<file path="config.mk">
export PLATFORM = sky130hd
export DESIGN_NAME = hub75_bcm_player
export DESIGN_NICKNAME = d
export VERILOG_FILES = /design/src/rtl/hub75_bcm_player.sv
export SDC_FILE = /design/constraint.sdc
export NUM_CORES = 1
export LEC_CHECK = 0
export BUFFER_PORTS_ARGS = -buffer_cell sky130_fd_sc_hd__buf_2
export CAP_MARGIN = 5
export CORE_UTILIZATION = 40
export CTS_CLUSTER_DIAMETER = 50
export CTS_CLUSTER_SIZE = 10
export DETAILED_ROUTE_END_ITERATION = 16
export PLACE_DENSITY_LB_ADDON = 0.15
export SLEW_MARGIN = 20
export SYNTH_ARGS = -nofsm -noshare
export SYNTH_HDL_FRONTEND = slang
export SYNTH_SLANG_ARGS = --single-unit
</file>
<file path="constraint.sdc">
create_clock -name clk -period 3.09 [get_ports clk]
set_clock_uncertainty 0.05 [all_clocks]
set_input_delay 0.309 -clock clk [delete_from_list [all_inputs] [get_ports clk]]
set_output_delay 0.309 -clock clk [all_outputs]
set_load 0.01 [all_outputs]
</file>
<file path="src/rtl/hub75_bcm_player.sv">
// hub75_bcm_player -- HUB75 panel scanner with BCM bit planes and animated frame sequencing.
// Rev 1.0
`default_nettype none

module hub75_bcm_player #(
    parameter int PANEL_W    = 32,
    parameter int SCAN_ROWS  = 16,
    parameter int COLOR_BITS = 4,
    parameter int NUM_FRAMES = 60,
    parameter int FRAME_HOLD = 64,
    parameter int BASE_SHOW  = 64,
    parameter int ADDR_W     = 16
) (
    input  logic                                                clk,
    input  logic                                                reset_n,
    input  logic                                                pause,
    output logic [ADDR_W-1:0]                                   mem_addr_top,
    output logic [ADDR_W-1:0]                                   mem_addr_bot,
    input  logic [3*COLOR_BITS-1:0]                             mem_dout_top,
    input  logic [3*COLOR_BITS-1:0]                             mem_dout_bot,
    output logic                                                r1,
    output logic                                                g1,
    output logic                                                b1,
    output logic                                                r2,
    output logic                                                g2,
    output logic                                                b2,
    output logic [$clog2(SCAN_ROWS)-1:0]                        row_addr,
    output logic                                                clk_out,
    output logic                                                lat,
    output logic                                                oe,
    output logic [((NUM_FRAMES > 1) ? $clog2(NUM_FRAMES) : 1)-1:0] frame_idx,
    output logic                                                frame_tick
);

    localparam int COL_W   = $clog2(PANEL_W);
    localparam int ROW_W   = $clog2(SCAN_ROWS);
    localparam int PLANE_W = (COLOR_BITS > 1) ? $clog2(COLOR_BITS) : 1;
    localparam int FRAME_W = (NUM_FRAMES > 1) ? $clog2(NUM_FRAMES) : 1;
    localparam int HOLD_W  = (FRAME_HOLD > 1) ? $clog2(FRAME_HOLD) : 1;
    localparam int SHOW_W  = $clog2((BASE_SHOW << (COLOR_BITS - 1)) + 1);
    localparam int CB      = COLOR_BITS;

    typedef enum logic [1:0] {FETCH, SHIFT, LATCH, SHOW} state_t;

    state_t              state;
    logic                phase;
    logic [COL_W-1:0]    col;
    logic [ROW_W-1:0]    row;
    logic [PLANE_W-1:0]  plane;
    logic [HOLD_W-1:0]   hold;
    logic [SHOW_W-1:0]   show_cnt;
    logic [SHOW_W-1:0]   show_len;
    logic [2:0]          top_bits;
    logic [2:0]          bot_bits;
    logic [2:0]          top_sel;
    logic [2:0]          bot_sel;
    logic                shift_ph0;
    logic [ADDR_W-1:0]   frame_base;
    logic [ADDR_W-1:0]   col_off;
    logic [CB-1:0]       top_r, top_g, top_b, bot_r, bot_g, bot_b;

    // Addresses are decoded from registered state so FETCH always sees the row/plane/frame just committed.
    assign frame_base   = ADDR_W'(frame_idx) * ADDR_W'(PANEL_W * 2 * SCAN_ROWS);
    assign col_off      = (state == SHIFT) ? (ADDR_W'(col) + ADDR_W'(1)) : '0;
    assign mem_addr_top = frame_base + ADDR_W'(row) * ADDR_W'(PANEL_W) + col_off;
    assign mem_addr_bot = mem_addr_top + ADDR_W'(SCAN_ROWS * PANEL_W);

    assign top_r = mem_dout_top[3*CB-1:2*CB];
    assign top_g = mem_dout_top[2*CB-1:CB];
    assign top_b = mem_dout_top[CB-1:0];
    assign bot_r = mem_dout_bot[3*CB-1:2*CB];
    assign bot_g = mem_dout_bot[2*CB-1:CB];
    assign bot_b = mem_dout_bot[CB-1:0];

    assign top_sel   = {top_r[plane], top_g[plane], top_b[plane]};
    assign bot_sel   = {bot_r[plane], bot_g[plane], bot_b[plane]};
    assign shift_ph0 = (state == SHIFT) && !phase;

    // Colour pins follow memory data in phase 0 so they settle a full clock before clk_out rises.
    assign {r1, g1, b1} = shift_ph0 ? top_sel : top_bits;
    assign {r2, g2, b2} = shift_ph0 ? bot_sel : bot_bits;

    assign show_len = SHOW_W'(BASE_SHOW) << plane;

    always_ff @(posedge clk or negedge reset_n) begin
        if (!reset_n) begin
            state      <= FETCH;
            phase      <= 1'b0;
            col        <= '0;
            row        <= '0;
            plane      <= '0;
            hold       <= '0;
            show_cnt   <= '0;
            frame_idx  <= '0;
            row_addr   <= '0;
            top_bits   <= '0;
            bot_bits   <= '0;
            clk_out    <= 1'b0;
            lat        <= 1'b0;
            oe         <= 1'b1;
            frame_tick <= 1'b0;
        end else begin
            frame_tick <= 1'b0;
            case (state)
                FETCH: begin
                    state <= SHIFT;
                    phase <= 1'b0;
                end
                SHIFT: begin
                    if (!phase) begin
                        top_bits <= top_sel;
                        bot_bits <= bot_sel;
                        clk_out  <= 1'b1;
                        phase    <= 1'b1;
                    end else begin
                        clk_out <= 1'b0;
                        phase   <= 1'b0;
                        if (col == COL_W'(PANEL_W - 1)) begin
                            col      <= '0;
                            lat      <= 1'b1;
                            row_addr <= row;
                            state    <= LATCH;
                        end else begin
                            col <= col + COL_W'(1);
                        end
                    end
                end
                LATCH: begin
                    lat      <= 1'b0;
                    oe       <= 1'b0;
                    show_cnt <= '0;
                    state    <= SHOW;
                end
                SHOW: begin
                    if (show_cnt == show_len - SHOW_W'(1)) begin
                        oe    <= 1'b1;
                        state <= FETCH;
                        if (plane != PLANE_W'(COLOR_BITS - 1)) begin
                            plane <= plane + PLANE_W'(1);
                        end else begin
                            plane <= '0;
                            if (row != ROW_W'(SCAN_ROWS - 1)) begin
                                row <= row + ROW_W'(1);
                            end else begin
                                // End of a full panel refresh: frame sequencing happens only here.
                                row        <= '0;
                                frame_tick <= 1'b1;
                                if (pause) begin
                                    hold <= '0;
                                end else if (hold == HOLD_W'(FRAME_HOLD - 1)) begin
                                    hold <= '0;
                                    if (frame_idx == FRAME_W'(NUM_FRAMES - 1))
                                        frame_idx <= '0;
                                    else
                                        frame_idx <= frame_idx + FRAME_W'(1);
                                end else begin
                                    hold <= hold + HOLD_W'(1);
                                end
                            end
                        end
                    end else begin
                        show_cnt <= show_cnt + SHOW_W'(1);
                    end
                end
                default: state <= FETCH;
            endcase
        end
    end

endmodule

`default_nettype wire

</file>
==> results.ini <==
[outcome]
status = finished, final reports clean

[sta]
fmax_ghz = 0.353
finalCriticalPeriod_ns = 2.83
setup_slack_ns = 0.261
setup_viol = 0
slew_headroom_pct = 57.2
grt_setup_unrepaired = no
tns_ns = 0
worstMarginPinSlew_ns = 0.643
drv_slew = 0
min_period_over_period_pct = 91.6
hold_violations = 0
whs_ns = 0.0508

[global_routing]
overflow = 0
grt_pass1_wl_um = 9870
grt_pass1_vias = 2242
grt_max_degree = 51
antenna_found_initial = 0
grt_usage_pct = 16.0

[synth]
ys_top_cells_by_area = dfrtp_1 (40%), ha_1 (7.0%), nand2_1 (5.3%)
synth-edff-count = 0
ys_ff_latch = 50
syn_nets = 348
postSynth.asyncResetShare_pct = 100
synth.avg_cell_area_um2 = 9.99
seq_area_frac_synth_pct = 41.2
synth_area_mm2 = 0.00304
synth_top_area_cell = dfrtp_1
synth_top_area_share_pct = 40.4
synth_ff_type = dfrtp_1
netlist_instances = 304
yosysMostFrequentCell = dfrtp_1
ys_types = 50
synth_warnings = 0
yosys-top-cells-count = dfrtp_1 (49), nand2_1 (43), ha_1 (17), nand3_1 (17)

[placement]
dpl.hpwl_um = 4340
place_congestion = 0.745
pre_cts_ws_ns = 0.420
io_buffers = 78

[final_layout]
fin_nets = 411
n_fill_cell = 725
syn2layout_area_growth_pct = 16.2
antenna_cells = 0
drive_gt1_share_pct = 31.5

[clock_tree]
htreeDepth = 2
cts_root_buf = clkbuf_8
numClockSinks = 50
clockBufferDepth = 2
postCtsSetupRepairBufs = 0
hold_buffers = 0
cts_resized = 0
cts_tree = built
cts_buffers = 5
clk_pin_slew_ns = 0.09
clock_latency_ns = 0.30

[setup_path]
cp_num_cells = 12
crit_family = adder cells
reg2reg_from = plane[1]
r2r_end = show_cnt[1]
end_kind = primary output
criticalPathCategory = flop to primary output
start_kind = flop
cp_slowest_cell = dfrtp_1
path_common_cell = ha_1
critical-path-max-stage-delay_ns = 0.43
cp_num_buf_inv = 2
cp_cell_sequence = inv_2, ha_1, nand3_1, nor2_1, ha_1, ha_1, and3_4, ha_1, nand3_1, nor2_2, xor2_1, buf_2
ff2ff_setup_slack_ns = 0.42
cp.required_ns = 2.73
critPathMaxFanout = 4
worstPathArrival_ns = 2.47
rr_worst_depth = 6

[die]
initial_core_util_pct = 41.7
rows = 31
chipWidth_um = 89.2
core_mm2 = 0.00729
ios = 79
die_h_um = 89.2
dieArea_mm2 = 0.00795

[route]
viasPerCell = 5.10
drcViolationCount = 0
wl_per_cell_um = 12.6
ant_nets = 0
drt_pass1_iterations = 4
first_iter_violations = 120
vias = 2381
wl_um = 5880

[power_and_ir_drop]
power_mw = 1.13
ir_drop_v = 0.000147
leakage_nw = 1.76
p_per_area_mw_per_mm2 = 321

[min_path]
hold_class = input port to asynchronous set/reset pin

[job]
maxCapViolations = 0

[metrics by stage]
step / util (%) / cell area, µm² / std cells
finish: 48.4 / 3530 / 467
floorplan: - / 3040 / 304
CTS: 48.3 / 3520 / 467
detailed placement: 46.9 / 3420 / 459
global route: 48.4 / 3530 / 467
global placement: 46.9 / 3420 / 459
[state kept, by name, indices dropped and copies added, names as in the netlist]
register and cells:
show_cnt 10, frame_idx 6, plane 2, top_bits 3, row 4, lat 1
row_addr 4, oe 1, frame_tick 1, bot_bits 3, col 5, clk_out 1
phase 1, hold 6, state 2
[where the power goes]
part	internal (mW)	total [mW]	switching, mW
combinational	0.0227	0.0489	0.0262
sequential	0.658	0.659	0.000989
clock	0.206	0.425	0.220
[final cells by class]
cell class	count	area [µm²]	area share, %
Clock buffer	7	96.3	2.73
Clock inverter	1	8.76	0.248
Inverter	8	30.0	0.851
Multi-Input combinational cell	221	1610	45.5
Sequential cell	50	1250	35.5
Tap cell	99	124	3.51
Timing Repair Buffer	81	413	11.7
[layout by cell type (no fill, tap or decap), types with 6 or more instances in the layout]
cell      synthesis  layout
buf_2             3      78
dfrtp_1          49      49
nand2_1          43      43
nand3_1          17      17
ha_1             17      17
o21ai_0          16      16
nor2_1           16      15
xnor2_1           9       9
mux2_2            9       9
o31ai_1           9       9
inv_1             8       7
nand2b_1          7       7
clkbuf_8          0       7
mux4_2            6       6
[cells by family after synthesis]
family	Yosys count	synth area share, %
simple gates	121	20.8
buf+inv	33	6.18
mux	22	10.4
xor+xnor	14	4.04
compound gates	47	10.4
fa+ha+maj	17	7.00
flops	50	41.2
[worst max-delay path by stage]
stage	endpoint	from
floorplan	mem_addr_bot[15]	state[1]
detailed placement	show_cnt[1]	plane[1]
global route	mem_addr_bot[15]	state[1]
global placement	show_cnt[1]	plane[1]
CTS	mem_addr_bot[15]	state[1]
finish	mem_addr_bot[15]	state[1]
[worst reg2reg max path, delay by kind of cell (launching register included)]
family	cells	cell delay [ns]
flip-flops	1	0.55
multiplexers	2	0.80
AND/OR/NAND/NOR	1	0.40
XOR/XNOR	1	0.28
adder cells (fa/ha/maj)	1	0.31
AO/OA/AOI/OAI	1	0.17
[per-layer routing]
metal	track usage [%]	wire length (µm)	vias to the layer above
met5	0	0	-
met4	4.33	65	0
met3	3.05	211	7
met2	27.2	2690	58
met1	20.8	2910	1123
li1	-	-	1193
No activity file was read; power rests on OpenSTA's default activity.
